### config.mk
export PLATFORM = sky130hd
export DESIGN_NAME = arp_reply_gen
export DESIGN_NICKNAME = d
export VERILOG_FILES = /design/src/rtl/arp_reply_gen.sv
export SDC_FILE = /design/constraint.sdc
export NUM_CORES = 1
export LEC_CHECK = 0
export BUFFER_PORTS_ARGS = -buffer_cell sky130_fd_sc_hd__buf_2
export CAP_MARGIN = 5
export CORE_AREA = 5 5 117 119
export CTS_CLUSTER_SIZE = 8
export DETAILED_ROUTE_END_ITERATION = 10
export DIE_AREA = 0 0 122 124
export GPL_TIMING_DRIVEN = 0
export PLACE_DENSITY = 0.66
export SYNTH_ARGS = -nofsm -noshare
export SYNTH_HDL_FRONTEND = slang
export SYNTH_SLANG_ARGS = --single-unit
### constraint.sdc
create_clock -name clk -period 2.8 [get_ports clk]
set_input_delay 0.28 -clock clk [delete_from_list [all_inputs] [get_ports clk]]
set_output_delay 0.28 -clock clk [all_outputs]
set_load 0.01 [all_outputs]
### src/rtl/arp_reply_gen.sv
// ARP reply generator: filters parsed ARP requests for the local IP and streams a 7-word reply.
// Optional statistics counters are built only when ARP_STATS_EN is defined.
module arp_reply_gen #(
  parameter logic [47:0] MY_MAC = 48'h02_00_00_00_00_01,
  parameter logic [31:0] MY_IP  = 32'hC0A8_0001
) (
  input  logic        clk,
  input  logic        rst,
  input  logic        fields_valid,
  input  logic [15:0] hdr_type,
  input  logic [15:0] proto_type,
  input  logic [7:0]  hdw_length,
  input  logic [7:0]  pro_length,
  input  logic [15:0] operation,
  input  logic [47:0] send_hdr_addr,
  input  logic [31:0] send_ip_addr,
  input  logic [47:0] target_hdr_addr,
  input  logic [31:0] target_ip_addr,
  output logic [31:0] tx_data,
  output logic        tx_valid,
  input  logic        tx_ready,
  output logic        tx_last,
  output logic        busy,
  output logic [15:0] cnt_reply,
  output logic [15:0] cnt_drop,
  output logic [15:0] cnt_filt
);

  typedef enum logic {IDLE = 1'b0, SEND = 1'b1} state_t;

  state_t      state_q, state_d;
  logic [2:0]  idx_q, idx_d;
  logic [47:0] sha_q, sha_d;
  logic [31:0] spa_q, spa_d;

  logic match;
  logic hs;
  logic last_hs;
  logic accept;
  logic unused_tha;

  // THA is deliberately not part of the filter or the reply.
  assign unused_tha = ^target_hdr_addr;

  assign match   = (hdr_type == 16'h0001) && (proto_type == 16'h0800)
                && (hdw_length == 8'd6) && (pro_length == 8'd4)
                && (operation == 16'h0001) && (target_ip_addr == MY_IP);
  assign hs      = (state_q == SEND) && tx_ready;
  assign last_hs = hs && (idx_q == 3'd6);
  assign accept  = (state_q == IDLE) && fields_valid && match;

  always_ff @(posedge clk) begin
    if (rst) begin
      state_q <= IDLE;
      idx_q   <= 3'd0;
    end else begin
      state_q <= state_d;
      idx_q   <= idx_d;
    end
  end

  // Requester addresses are pure data; they are only meaningful while in SEND.
  always_ff @(posedge clk) begin
    sha_q <= sha_d;
    spa_q <= spa_d;
  end

  always_comb begin
    state_d = state_q;
    idx_d   = idx_q;
    sha_d   = sha_q;
    spa_d   = spa_q;
    case (state_q)
      IDLE: begin
        if (accept) begin
          state_d = SEND;
          idx_d   = 3'd0;
          sha_d   = send_hdr_addr;
          spa_d   = send_ip_addr;
        end
      end
      SEND: begin
        if (last_hs) begin
          state_d = IDLE;
          idx_d   = 3'd0;
        end else if (hs) begin
          idx_d = idx_q + 3'd1;
        end
      end
      default: begin
        state_d = IDLE;
        idx_d   = 3'd0;
      end
    endcase
  end

  always_comb begin
    tx_valid = 1'b0;
    tx_last  = 1'b0;
    busy     = 1'b0;
    tx_data  = 32'h0000_0000;
    if (state_q == SEND) begin
      tx_valid = 1'b1;
      busy     = 1'b1;
      tx_last  = (idx_q == 3'd6);
      case (idx_q)
        3'd0:    tx_data = {16'h0001, 16'h0800};
        3'd1:    tx_data = {8'd6, 8'd4, 16'h0002};
        3'd2:    tx_data = MY_MAC[47:16];
        3'd3:    tx_data = {MY_MAC[15:0], MY_IP[31:16]};
        3'd4:    tx_data = {MY_IP[15:0], sha_q[47:32]};
        3'd5:    tx_data = sha_q[31:0];
        3'd6:    tx_data = spa_q;
        default: tx_data = 32'h0000_0000;
      endcase
    end
  end

`ifdef ARP_STATS_EN
  logic [15:0] cnt_reply_q, cnt_reply_d;
  logic [15:0] cnt_drop_q, cnt_drop_d;
  logic [15:0] cnt_filt_q, cnt_filt_d;

  function automatic logic [15:0] sat_inc(input logic [15:0] v);
    return (v == 16'hFFFF) ? v : v + 16'd1;
  endfunction

  always_comb begin
    cnt_reply_d = cnt_reply_q;
    cnt_drop_d  = cnt_drop_q;
    cnt_filt_d  = cnt_filt_q;
    if (last_hs)
      cnt_reply_d = sat_inc(cnt_reply_q);
    if (fields_valid && match && (state_q == SEND))
      cnt_drop_d = sat_inc(cnt_drop_q);
    if (fields_valid && !match)
      cnt_filt_d = sat_inc(cnt_filt_q);
  end

  always_ff @(posedge clk) begin
    if (rst) begin
      cnt_reply_q <= 16'd0;
      cnt_drop_q  <= 16'd0;
      cnt_filt_q  <= 16'd0;
    end else begin
      cnt_reply_q <= cnt_reply_d;
      cnt_drop_q  <= cnt_drop_d;
      cnt_filt_q  <= cnt_filt_d;
    end
  end

  assign cnt_reply = cnt_reply_q;
  assign cnt_drop  = cnt_drop_q;
  assign cnt_filt  = cnt_filt_q;
`else
  assign cnt_reply = 16'h0000;
  assign cnt_drop  = 16'h0000;
  assign cnt_filt  = 16'h0000;
`endif

endmodule
# Word-level counts from Yosys, hierarchy flattened
# Index checks and enable logic that the tools add are counted.
# op_classes
n_addsub,1
eq_ne,14
n_mux,11
n_bitwise,1
n_reduce_logical,12
# ops
operator,n
$pmux W32 S7,1
$eq A16 B1 Y1 const B,2
$eq A32 B32 Y1 const B,1
$mux W32,1
$eq A16 B12 Y1 const B,1
$eq A8 B3 Y1 const B,2
$eq A3 B3 Y1 const B,3
$logic_and A1 B1 Y1,9
$mux W3,3
$eq A3 B2 Y1 const B,2
$pmux W3 S2,1
$mux W1,4
$reduce_and A2 Y1,2
$add A3 B1 Y3 const B,1
$eq A3 B1 Y1 const B,1
$logic_not A3 Y1,1
$ne A3 B1 Y1 const B,1
$ne A2 B2 Y1 const B,1
$pmux W1 S2,1
$not A1 Y1,1
# word_totals
register_bits,84
elab_cells,43

# Depth between registers and ports, before layout
# Gate-level depths: netlist of the first run.
# depth
ltp_word,9
ltp_mapped,7
mapped_depth_nobuf,7

# Worst setup path after synthesis of the first run
# No wires, ideal clock.
# synth_timing
path_type,flip-flop to flip-flop
startpoint,register state_q
endpoint,register sha_q[0] (enable)
setup_ps,434
arrival_ps,2672
required_ps,2366
slack_ps,-306
stages_incl_launch_ff,7
cell_sequence,dfxtp_1 -> buf_2 -> nor4_1 -> nand4_1 -> nor2_1 -> nand3_1 -> inv_1
# synth_between
elab_chain_cells,4
# synth_lines
element,line,source
"start, declared",31,"state_t state_q, state_d;"
"start signal, assigned",57,state_q <= state_d;
$not A1 Y1 (no line) (*),-,
$logic_and A1 B1 Y1 (2 in a row),50,assign accept = (state_q == IDLE) && fields_valid && match;
$reduce_and A2 Y1 (no line) (*),-,
"end signal, assigned",64,sha_q <= sha_d;
"end, declared",33,"logic [47:0] sha_q, sha_d;"
# Mark *: on every way between the ends. The rest lies on a longest branch, timed or not.
# A chain may end at the register's enable or synchronous reset.

# Worst setup path after layout of the first run
# layout_timing
startpoint,register idx_q[2]
endpoint,output tx_data[14]
# layout_between
elab_chain_cells,3
# layout_lines
element,line,source
"start, declared",32,"logic [2:0] idx_q, idx_d;"
"start signal, assigned",58,idx_q <= idx_d;
$eq A3 B3 Y1 (tied with other cells),106,case (idx_q)
$pmux W32 S7 (*),106,
$mux W32 (*),102,if (state_q == SEND) begin
"end, declared",19,"output logic [31:0] tx_data,"
# Marks and branches as above.

==> results.md, run 1 <==
- The via count of the first global-routing pass is approximately 3300.
- The first detailed-routing pass took 4 iterations.
- The area growth from synthesis to layout is 47.41%.
- The type of the worst min-delay path is in2reg.
- The clock-pin slew on the worst setup and hold paths is 0.06 ns.
- The number of distinct library cells after synthesis is 32.
- The pin count of the biggest net entering global routing is 49.
- Power spread over the standard cell area amounts to approximately 500 mW/mm^2.
- The worst hold slack after final layout is 0.1260 ns.
- 311 I/O pins were placed.
- The wire length per cell is 17.17 um.
- The power spent charging and discharging nets is 0.5053 mW.
- The worst endpoint required time is 2.52 ns.
- The cell total after placement is between 700 and 800.
- Counting along the longest clock path gives a buffer depth of 2.
- Across all register-to-register paths, the minimum setup slack is 0.38 ns.
- The initial core utilization is 0.3038.
- During synthesis, Yosys emitted a total of 0 warnings.
- The remaining number of nets flagged by the antenna check after routing is 0.
- The internal portion of the total power is 2.279 mW.
- The clock tree root buffer cell is clkbuf_16.
- The initialized floorplan defines 41 standard-cell rows.
- Synthesis inferred 84 register bits.
- In this run the standard cell core region covers 0.01247 sq mm.
- The startpoint of the lowest-slack hold path is send_hdr_addr[37].
- The clock latency reported for the late side of the worst-skew pair is ~0.33 ns.
- The headroom to the max-slew limit is 0.4490.
- The design draws between 2 and 3 mW.
- The slew at the pin closest to its max-slew limit is 0.8189 ns.
- The final weighted congestion in routability-driven placement is 0.7569.
- Timing would allow up to 387.9 MHz.
- The die covers 0.01513 sq mm.
- Measured in cells, the most critical reg-to-reg path has a length of 7.
- The final hold violation count came to 0.
- The final setup violation count is 0.
- The worst register-to-register path ends at spa_q[6].
- The number of synthesized flops with an enable pin is 80.
- The worst path arrival time is 2.30 ns.
- After synthesis, the cell types taking the most area are edfxtp_1, buf_4, a21oi_1, a22oi_1, a22o_1.
- The share of Yosys cell area claimed by the top area cell type is 0.6343.
- The switching power share of the total is 0.1815.
- The first global-routing pass estimated 17180 um of wire.
- Once layout is complete, the cells apart from fillers number 733.
- In the synthesized netlist the async set-or-reset flop fraction comes to 0.
- The H-tree was split into 3 levels.
- The final period utilization is 0.9207.
- The startpoint identified for the worst register-to-register timing path is state_q.
- The clock arrives with 0.005878 ns of skew.
- Subtracting the final worst setup slack from the clock period gives 2.578 ns.
- From bottom edge to top edge, the die measures between 100 and 150 um.
- The clock net sink count is 84.
- The total detailed-routing wirelength is approximately 13000 um.
- The predominant post-synthesis flop cell is edfxtp_1.
- The cell count after synthesis is 282.
- The routed layout has 3194 vias.
- The classification of the worst setup path is reg2out.
- The count of nets after finishing is 789.
- The number of antenna violations at the first check in global routing is 7.
- The peak supply drop is 352.6 uV.
- The most common cell after layout, fill and taps aside is buf_2.
- The post-synthesis average cell area is ~13 sq um.
- The run finished with clean final reports.
- In this run the static leakage power is roughly 2.4 nW.
- In the final layout, the share of cells above drive strength 1 is 0.5170.
- The portion of the post-synthesis area used by sequential elements is 0.6554.
- The largest total area in the synthesized netlist belongs to edfxtp_1.
- The die span in x is 122 um.
- The sink of the worst hold path is sha_q[37].
- Of the total power, registers draw 0.494.
- The mapped cell area is 0.003787 sq mm.
- Using the TritonRoute via totals, the vias-per-cell ratio works out to ~4.4.
- The number of maximum-capacitance constraint violations is 0.
- After global routing the overflow that remains totals 0.
- Setup repair after global routing left no endpoint under its margin.
- In the routed design, unresolved DRC markers number 0.
- In this run the tool buffered the top-level ports with 214 buffer cells.
- For this block, the initial DRC count from the detailed router was between 100 and 150.
- Of all nets on the critical path, the largest fanout is 10.
- In the global route stage, overall resource usage came out at 0.1551.
- The library cells used most frequently in the layout, excluding fill and tap cells, are buf_2, edfxtp_1, buf_4.
- Once detailed placement completed, the half-perimeter wirelength came to 10410 um.
- The part of the total power dissipated in the clock network is 0.427.
- TritonCTS built the clock tree.
- The kind of capture point of the worst setup path is an output port.
- STA classifies the critical path startpoint as a flip-flop.
- The part of the power in combinational logic is 0.079.
- Clock tree synthesis inserted a total of 9 buffers.
- Counting instances, the worst hold path has a depth of 1.
- The number of max-slew violations in the final report is 0.
[worst max path at each step]
stage | slack (ns) | end | start | cells after the start
2_1_floorplan | 0.35 | sha_q[0] | state_q | 6
3_3_place_gp | -0.51 | sha_q[8] | proto_type[5] | 6
3_5_place_dp | -0.22 | sha_q[40] | proto_type[5] | 7
4_1_cts | 0.02 | tx_data[8] | idx_q[2] | 6
5_1_grt | 0.02 | tx_data[2] | idx_q[2] | 6
6_report | 0.22 | tx_data[14] | idx_q[2] | 6
[cell usage after synthesis, drive strengths merged (4+ instances only)]
cell    instances
nor4           17
dfxtp           4
nand2          17
clkbuf          5
edfxtp         80
a22oi          15
nor4b           4
ha              5
inv             4
nor2            8
nand4           7
a21oi          23
buf            55
o21ai           4
a22o           12
[cell type report]
type                            instances  area, sq um
Sequential cell                        84         2482
Timing Repair Buffer                  215         1091
Timing Repair inverter                  1        5.005
Buffer                                 60        419.2
Clock buffer                           11        232.7
Tap cell                              172        215.2
Antenna cell                            2        5.005
Inverter                                4        18.77
Multi-Input combinational cell        181         1050
Clock inverter                          3        63.81
Fill cell                            1155         6883
[worst max-delay path, cell delays in order (launching register included)]
cell     delay [ns]
dfxtp_1        0.46
inv_1          0.19
ha_1           0.34
o41ai_1        0.39
buf_2          0.34
a21oi_1        0.10
buf_2          0.15
[flip-flops by register name (all words and copies together), names as in the netlist]
name and cells:
state_q 1, sha_q 48, idx_q 3, spa_q 32
[timing repair]
item / CTS / global route
cloned: 0 / 1
gates resized for setup: 1 / 3
buffers inserted: 0 / 0
hold buffers: 0 / 0
endpoints found under the setup margin: 3 / 60
hold endpoints to repair: 0 / 0
[metrics by stage]
stage	instance area (sq um)	TNS [ns]	setup WS (ns)	util
after floorplan	3968	0	0.3476	-
after global placement	5254	-40.65	-0.5125	0.4215
after CTS	5572	0	0.02215	0.4470
after global routing	5583	0	0.02160	0.4479
after detailed placement	5274	-10.51	-0.2208	0.4231
final	5583	0	0.2219	0.4479
[cells by family after synthesis]
logic type | count (synthesis) | share of synthesized area
DFF | 84 | 0.6554
and+or+nand+nor | 66 | 0.1031
buffers and inverters | 64 | 0.1140
AOI/OAI and AO/OA | 62 | 0.1100
adders and majority gates | 5 | 0.01652
other | 1 | 0.0009901
[layer usage]
metal	vias to the layer above	wire, um	track usage
li1	1541	-	-
met1	1444	4389	0.1639
met2	189	6610	0.2807
met3	16	1392	0.05268
met4	4	167	0.06863
met5	-	23	0
[power by group through the flow]
stage | Clock, mW | Combinational, mW | Sequential [mW]
4_1_cts | 1.22 | 0.217 | 1.37
2_1_floorplan | 0 | 0.0868 | 1.40
6_report | 1.19 | 0.220 | 1.37
5_1_grt | 1.27 | 0.242 | 1.37
3_5_place_dp | 0 | 0.217 | 1.40
3_3_place_gp | 0 | 0.214 | 1.40
Power figures use the tool's default switching activity.
==> run 2, diff against run 1 <==
==> config.mk (replaced) <==
export PLATFORM = sky130hd
export DESIGN_NAME = arp_reply_gen
export DESIGN_NICKNAME = d
export VERILOG_FILES = /design/src/rtl/arp_reply_gen.sv
export SDC_FILE = /design/constraint.sdc
export NUM_CORES = 1
export LEC_CHECK = 0
export ABC_AREA = 1
export BUFFER_PORTS_ARGS = -buffer_cell sky130_fd_sc_hd__buf_2
export CAP_MARGIN = 5
export CORE_AREA = 5 5 118 120
export CTS_CLUSTER_SIZE = 8
export DETAILED_ROUTE_END_ITERATION = 10
export DIE_AREA = 0 0 123 125
export GPL_TIMING_DRIVEN = 0
export PLACE_DENSITY = 0.7
export SYNTH_ARGS = -nofsm -noshare
export SYNTH_HDL_FRONTEND = slang
export SYNTH_SLANG_ARGS = --single-unit
export TNS_END_PERCENT = 50
==> results.md, run 2 <==
- The initial core utilization is 0.3362 (was 0.3038).
- The final hold violation count came to 0 (unchanged).
- The total of hold buffers inserted after clock tree synthesis is 0 (unchanged).
- The worst-path cell with the longest stage delay is ha_1 (was dfxtp_1).
- The mapped cell area is 0.004329 sq mm (was 0.003787 sq mm).
- The die outline height is 125 um (was 124 um).
- The length of the first detailed-routing pass in iterations was 4 (unchanged).
- The final period utilization is 0.8537 (was 0.9207).
- The H-tree depth came to 3 (unchanged).
- The portion of the post-synthesis area used by sequential elements is 0.5734 (was 0.6554).
- The clock-pin slew on the worst setup and hold paths came to 0.06 ns (about the same).
- The power density of the placed cells is 451.8 mW/mm^2 (was 498.6 mW/mm^2).
- The average via count per standard cell came to 4.176 (was 4.357).
- The worst path buffer plus inverter count was 4 (was 3).
- The final setup violation count is 0 (unchanged).
- The simple-gate share of the synthesized area is 0.2318 (was 0.1031).
- The area fraction in compound gates after synthesis came to 0.05347 (was 0.1100).
- Cells along the critical path: inv_1 -> ha_1 -> nand2_1 -> inv_2 -> buf_2 -> nand2_1 -> a41oi_1 -> buf_2 (was inv_1 -> ha_1 -> o41ai_1 -> buf_2 -> a21oi_1 -> buf_2).
- The end-of-flow core utilization is 0.4772 (was 0.4479).
- The worst hold path stage count is 2 (was 1).
- The post-cts gate resize count is 0 (was 1).
- The post-synthesis average cell area came to 9.620 sq um (was 13.43 sq um).
- The top achievable clock speed is 418.3 MHz (was 387.9 MHz).
- The final period demand of the worst path is 2.390 ns (was 2.578 ns).
- Most used cells in the layout excluding fill and tap cells: buf_2, nand2_1, edfxtp_1 (was buf_2, edfxtp_1, buf_4).
- The post-CTS setup buffer count is 0 (unchanged).
- The buffer depth of the longest clock path came to 2 (unchanged).
- The worst-case reg-to-reg path depth is 9 (was 7).
- The number of buffers added on ports was 214 (unchanged).
- The number of maximum-capacitance constraint violations is 0 (unchanged).
- The cell count after synthesis was 450 (was 282).
- The Yosys warning count is 0 (unchanged).
- The most frequently used cell type in the post-synthesis netlist is nand2_1 (was edfxtp_1).
- The global-route congestion overflow total was 0 (unchanged).
- Cell types occupying the most area after synthesis: edfxtp_1, nand2_1, buf_4, nor2_1, inv_1 (was edfxtp_1, buf_4, a21oi_1, a22oi_1, a22o_1).
- The worst endpoint required time was 2.52 ns (about the same).
- The predominant post-synthesis flop cell is edfxtp_1 (unchanged).
- The remaining number of nets flagged by the antenna check after routing is 0 (unchanged).
- The clock tree root buffer cell is clkbuf_16 (unchanged).
- The clock net sink count came to 84 (unchanged).
- The classification of the worst setup path is reg2out (unchanged).
- The peak supply drop is 400.7 uV (was 352.6 uV).
- The headroom to the max-slew limit came to 0.5984 (was 0.4490).
- The flip-flop and latch count after synthesis is 84 (unchanged).
- The cell total after placement was 889 (was 716).
- The number of buffers created by CTS is 9 (unchanged).
- Result of the run: finished clean (unchanged).
- The overall die area is 0.01538 sq mm (was 0.01513 sq mm).
- The pin count of the biggest net entering global routing is 37 (was 49).
- The slew at the pin closest to its max-slew limit is 0.6010 ns (was 0.8189 ns).
- The TritonCTS clock tree was yes (unchanged).
- Biggest regs: sha_q (48), spa_q (32), idx_q (3) (unchanged).
- The number of antenna violations at the first check in global routing came to 0 (was 7).
- The post-synthesis share of cell area spent on xor and xnor gates is 0 (unchanged).
- The number of violations reported at the end of detailed-routing iteration 0 is 176 (was 115).
- The relative area change from synthesis to final layout was 41.91% (was 47.41%).
- The count of antenna diodes in the layout was 0 (was 2).
- The type of the worst min-delay path is in2reg (unchanged).
- The share of Yosys cell area claimed by the top area cell type was 0.5549 (was 0.6343).
- The count of nets after finishing is 957 (was 789).
- Post-synth top cells: nand2_1, edfxtp_1, nor2_1, buf_4, inv_1 (was edfxtp_1, buf_4, a21oi_1, nand2_1, a22oi_1).
- Setup repair after global routing missed its margin: false (unchanged).
- The logic depth of the worst path, buffers included was 8 (was 6).
- The total track usage is 0.1446 (was 0.1551).
- The final weighted congestion in routability-driven placement was 0.7778 (was 0.7569).
- The wire length per cell is 13.16 um (was 17.17 um).
- The worst path arrival time was 2.11 ns (was 2.30 ns).
- The cell type with the highest aggregate area in the netlist is edfxtp_1 (unchanged).
- The total number of vias was 3779 (was 3194).
- The number of max-slew violations in the final report is 0 (unchanged).
- The number of remaining DRC errors came to 0 (unchanged).
- The number of synthesized flops with an enable pin came to 80 (unchanged).
- The largest stage delay on the critical path is 0.34 ns (was 0.46 ns).
- The element type at the critical path start is a flip-flop (unchanged).
- The total detailed-routing wirelength is 11910 um (was 12580 um).
- The standard-cell row count came to 42 (was 41).
- The core footprint is 0.01287 sq mm (was 0.01247 sq mm).
- The placed wire-length estimate is 9881 um (was 10410 um).
- The die span in x is 123 um (was 122 um).
- The kind of cell adding the most delay to the critical path is buffers and inverters (unchanged).
- The worst hold slack after final layout came to 0.1172 ns (was 0.1260 ns).
- The clock latency reported for the late side of the worst-skew pair came to 0.33 ns (about the same).
- The final standard cell count with taps included and fillers excluded came to 905 (was 733).
- The clock tree skew after final layout is 0.003328 ns (was 0.005878 ns).
- The leakage power figure was 2.869 nW (was 2.443 nW).
- The largest family of logic cells by synthesized area is simple AND/OR/NAND/NOR gates (was buffers and inverters).
- The number of distinct library cells after synthesis is 29 (was 32).
- The largest fanout on the critical path is 10 (unchanged).
- The most common cell after layout, fill and taps aside is buf_2 (unchanged).
- The async set-or-reset flop fraction in the synthesized netlist is 0 (unchanged).
- The flip-flop count of the largest register after layout came to 48 (unchanged).
- The ratio of cells with drive above 1 in the final layout is 0.4102 (was 0.5170).
- The mux contribution to synthesized area was 0 (unchanged).
- The largest register by flop count is sha_q (unchanged).
- The kind of capture point of the worst setup path is an output port (unchanged).
- The global-route wire length before repair is 17190 um (was 17180 um).
- The post-synthesis share of cell area spent on full adders, half adders and majority gates was 0.01445 (was 0.01652).
- The via count of the first global-routing pass is 3547 (was 3292).
- The I/O pin count came to 311 (unchanged).
[run 2: cell families after synthesis]
| kind of cell | after synthesis |
|---|---|
| fa+ha+maj | 5 |
| simple gates | 229 |
| buf+inv | 94 |
| flops | 84 |
| other cells | 1 |
| compound gates | 37 |
[run 2: metal layers]
layer  wire length (um)  share of wire  global-route usage
met1               4233           0.36              0.1510
met2               5982           0.50              0.2644
met3               1616           0.14             0.06188
met4                 74         0.0062             0.03518
met5                  0              0                   0
[run 2: cell type report]
cell class	count	area [sq um]
multi-input cells	319	1485
well taps	176	220.2
repair buffers	216	1119
clock inverters	7	66.31
clock buffers	9	225.2
fillers	1263	6731
inverters	36	135.1
plain buffers	58	410.4
flip-flops and latches	84	2482
[run 2: report_power, final]
group | internal, mW | switching [mW] | total (mW)
registers | 1.37 | 0.000000000000000118 | 1.37
logic | 0.147 | 0.110 | 0.257
clock network | 0.686 | 0.459 | 1.14
[run 2: path summary, 6_finish.rpt]
kind            endpoint     start  slack (ns)
min reg2reg     idx_q[0]  idx_q[0]        0.62
max reg2reg    spa_q[25]   state_q        0.54
min              state_q       rst        0.12
max          tx_data[16]  idx_q[1]        0.41
[run 2: metrics by stage]
step	cell area [sq um]	setup TNS [ns]	power, mW	worst slack [ns]
after global placement	5804	-52.24	1.649	-0.6597
after CTS	6143	0	2.801	0.3500
after floorplan	4513	0	1.513	0.3042
after global routing	6143	0	2.882	0.1861
final	6143	0	2.775	0.4096
after detailed placement	5852	0	1.654	0.02592
==> run 3, diff against run 2 <==
==> config.mk (replaced) <==
export PLATFORM = sky130hd
export DESIGN_NAME = arp_reply_gen
export DESIGN_NICKNAME = d
export VERILOG_FILES = /design/src/rtl/arp_reply_gen.sv
export SDC_FILE = /design/constraint.sdc
export NUM_CORES = 1
export LEC_CHECK = 0
export BUFFER_PORTS_ARGS = -buffer_cell sky130_fd_sc_hd__buf_2
export CAP_MARGIN = 5
export CORE_AREA = 5 5 117 119
export CTS_CLUSTER_DIAMETER = 60
export CTS_CLUSTER_SIZE = 8
export DETAILED_ROUTE_END_ITERATION = 10
export DIE_AREA = 0 0 122 124
export GPL_TIMING_DRIVEN = 0
export MAX_ROUTING_LAYER = met4
export PLACE_DENSITY = 0.66
export SYNTH_ARGS = -nofsm -noshare
export SYNTH_HDL_FRONTEND = slang
export SYNTH_SLANG_ARGS = --single-unit
export TNS_END_PERCENT = 50
==> results.md, run 3 (synthesized netlist as in run 1, its figures left out) <==
- The part of the total power dissipated in the clock network is 0.428 (was 0.412).
- The via count of the first global-routing pass is 3301 (was 3547).
- The sequential cell fraction of total power came to 0.493 (was 0.495).
- The final weighted congestion in routability-driven placement was 0.7668 (was 0.7778).
- The final period utilization is 0.9091 (was 0.8537).
- The clock tree root buffer cell is clkbuf_16 (unchanged).
- The I/O pin count is 311 (unchanged).
- The end-of-flow core utilization was 0.4487 (was 0.4772).
- The placed wire-length estimate came to 10410 um (was 9881 um).
- The clock tree skew after final layout is 0.005493 ns (was 0.003328 ns).
- The sink of the worst hold path is sha_q[37] (was state_q).
- The number of max-slew violations in the final report came to 0 (unchanged).
- The length of the first detailed-routing pass in iterations is 7 (was 4).
- The die span in x is 122 um (was 123 um).
- The kind of cell adding the most delay to the critical path is buffers and inverters (unchanged).
- The peak supply drop was 351.5 uV (was 400.7 uV).
- The worst-path cell with the longest stage delay was dfxtp_1 (was ha_1).
- The number of antenna violations at the first check in global routing was 9 (was 0).
- The worst reg-to-reg setup slack is 0.36 ns (was 0.54 ns).
- The number of buffers added on ports is 214 (unchanged).
- The H-tree depth came to 3 (unchanged).
- The kind of capture point of the worst setup path is an output port (unchanged).
- The final setup violation count came to 0 (unchanged).
- The ratio of cells with drive above 1 in the final layout is 0.5170 (was 0.4102).
- The final period demand of the worst path is 2.545 ns (was 2.390 ns).
- The average via count per standard cell is 4.358 (was 4.176).
- The power spent charging and discharging nets was 0.5069 mW (was 0.5686 mW).
- The number of violations reported at the end of detailed-routing iteration 0 is 161 (was 176).
- The cell area after layout came to 0.005593 sq mm (was 0.006143 sq mm).
- The endpoint of the most critical register-to-register path is sha_q[38] (was spa_q[25]).
- The top achievable clock speed is 392.9 MHz (was 418.3 MHz).
- The classification of the worst setup path is reg2out (unchanged).
- The cell area reported after detailed placement came to 0.005274 sq mm (was 0.005852 sq mm).
- The cell-internal power came to 2.279 mW (was 2.207 mW).
- The standard-cell row count came to 41 (was 42).
- The post-CTS setup buffer count came to 0 (unchanged).
- The largest register by flop count is sha_q (unchanged).
- The slew at the pin closest to its max-slew limit is 0.8131 ns (was 0.6010 ns).
- The die outline height is 124 um (was 125 um).
- The cell total after placement is 716 (was 889).
- The largest stage delay on the critical path is 0.45 ns (was 0.34 ns).
- The worst-case reg-to-reg path depth is 7 (was 9).
- Biggest regs: sha_q (48), spa_q (32), idx_q (3) (unchanged).
- The worst path arrival time is 2.27 ns (was 2.11 ns).
- The total number of vias is 3212 (was 3779).
- Result of the run: finished clean (unchanged).
- The number of buffers created by CTS is 9 (unchanged).
- The largest fanout on the critical path is 10 (unchanged).
- The final standard cell count with taps included and fillers excluded is 737 (was 905).
- The wire length per cell is 17.18 um (was 13.16 um).
- The worst path buffer plus inverter count came to 3 (was 4).
- The worst-case setup slack after placement is -0.2208 ns (was 0.02592 ns).
- The part of the power in combinational logic is 0.079 (was 0.093).
- The type of the worst min-delay path is in2reg (unchanged).
- The overall die area is 0.01513 sq mm (was 0.01538 sq mm).
- The clock-pin slew on the worst setup and hold paths was 0.06 ns (about the same).
- The total of hold buffers inserted after clock tree synthesis was 0 (unchanged).
- The worst endpoint required time was 2.52 ns (about the same).
- The relative area change from synthesis to final layout is 47.67% (was 41.91%).
- The power density of the placed cells is 498.1 mW/mm^2 (was 451.8 mW/mm^2).
- The clock latency reported for the late side of the worst-skew pair is 0.33 ns (about the same).
- The switching power share of the total is 0.1820 (was 0.2049).
- The number of remaining DRC errors is 0 (unchanged).
- The initial core utilization was 0.3038 (was 0.3362).
- The worst hold path stage count is 1 (was 2).
- The leakage power figure is 2.443 nW (was 2.869 nW).
- The TritonCTS clock tree is yes (unchanged).
- The buffer depth of the longest clock path was 2 (unchanged).
- The pin count of the biggest net entering global routing was 49 (was 37).
- The total track usage came to 0.1599 (was 0.1446).
- Cells along the critical path: inv_1 -> ha_1 -> o41ai_1 -> clkbuf_2 -> a21oi_1 -> buf_2 (was inv_1 -> ha_1 -> nand2_1 -> inv_2 -> buf_2 -> nand2_1 -> a41oi_1 -> buf_2).
- The worst-case setup margin in the final layout is 0.2546 ns (was 0.4096 ns).
- The startpoint of the lowest-slack hold path is send_hdr_addr[37] (was rst).
- The remaining number of nets flagged by the antenna check after routing is 0 (unchanged).
- Setup repair after global routing missed its margin: false (unchanged).
- Most used cells in the layout excluding fill and tap cells: buf_2, edfxtp_1, buf_4 (was buf_2, nand2_1, edfxtp_1).
- The global-route wire length before repair is 17180 um (was 17190 um).
- The clock net sink count is 84 (unchanged).
- The element type at the critical path start is a flip-flop (unchanged).
- The most common cell after layout, fill and taps aside is buf_2 (unchanged).
- The core footprint is 0.01247 sq mm (was 0.01287 sq mm).
- The number of maximum-capacitance constraint violations came to 0 (unchanged).
- The global-route congestion overflow total is 0 (unchanged).
- The headroom to the max-slew limit is 0.4529 (was 0.5984).
- The total detailed-routing wirelength is 12660 um (was 11910 um).
- The flip-flop count of the largest register after layout is 48 (unchanged).
- The final hold violation count is 0 (unchanged).
- The count of nets after finishing is 789 (was 957).
- The start of the worst register-to-register path is state_q (unchanged).
## run 3: per-stage QoR
| step | power (mW) | TNS (ns) | hold slack (ns) |
|---|---|---|---|
| after floorplan | 1.488 | 0 | 0.3491 |
| after global placement | 1.615 | -40.65 | 0.4566 |
| after detailed placement | 1.617 | -10.51 | 0.4581 |
| after CTS | 2.811 | 0 | 0.1111 |
| after global routing | 2.891 | 0 | 0.1036 |
| final | 2.786 | 0 | 0.1255 |
## run 3: area by class of cell
cell class                      instances  area, sq um
Fill cell                            1155         6873
Sequential cell                        84         2482
Timing Repair Buffer                  215         1091
Multi-Input combinational cell        181         1050
Buffer                                 60        419.2
Clock buffer                           11        232.7
Tap cell                              172        215.2
Clock inverter                          3        63.81
Inverter                                4        18.77
Antenna cell                            6        15.01
Timing Repair inverter                  1        5.005
## run 3: power by group through the flow
stage	clock (mW)	sequential (mW)	combinational, mW
final	1.19	1.37	0.220
after floorplan	0	1.40	0.0868
after CTS	1.22	1.37	0.217
after detailed placement	0	1.40	0.217
after global placement	0	1.40	0.214
after global routing	1.28	1.37	0.242
## run 3: what timing repair did
| action | CTS | global route |
|---|---|---|
| gates cloned | 0 | 1 |
| resized for setup | 1 | 3 |
| endpoints found under the setup margin | 3 | 61 |
## run 3: worst max path at each step
stage / slack, ns / depth (start not counted) / from / to
final: 0.25 / 6 / idx_q[2] / tx_data[8]
after global routing: 0.02 / 6 / idx_q[2] / tx_data[2]
after CTS: 0.02 / 6 / idx_q[2] / tx_data[8]
after detailed placement: -0.22 / 7 / proto_type[5] / sha_q[40]
after global placement: -0.51 / 6 / proto_type[5] / sha_q[8]
after floorplan: 0.35 / 6 / state_q / sha_q[0]
## run 3: per-layer routing
| metal | vias up | wire, um | global-route usage |
|---|---|---|---|
| met2 | 200 | 6646 | 0.2818 |
| met4 | 0 | 213 | 0.06863 |
| met3 | 12 | 1360 | 0.05586 |
| li1 | 1548 | - | - |
| met1 | 1452 | 4440 | 0.1618 |
| met5 | - | 0 | - |
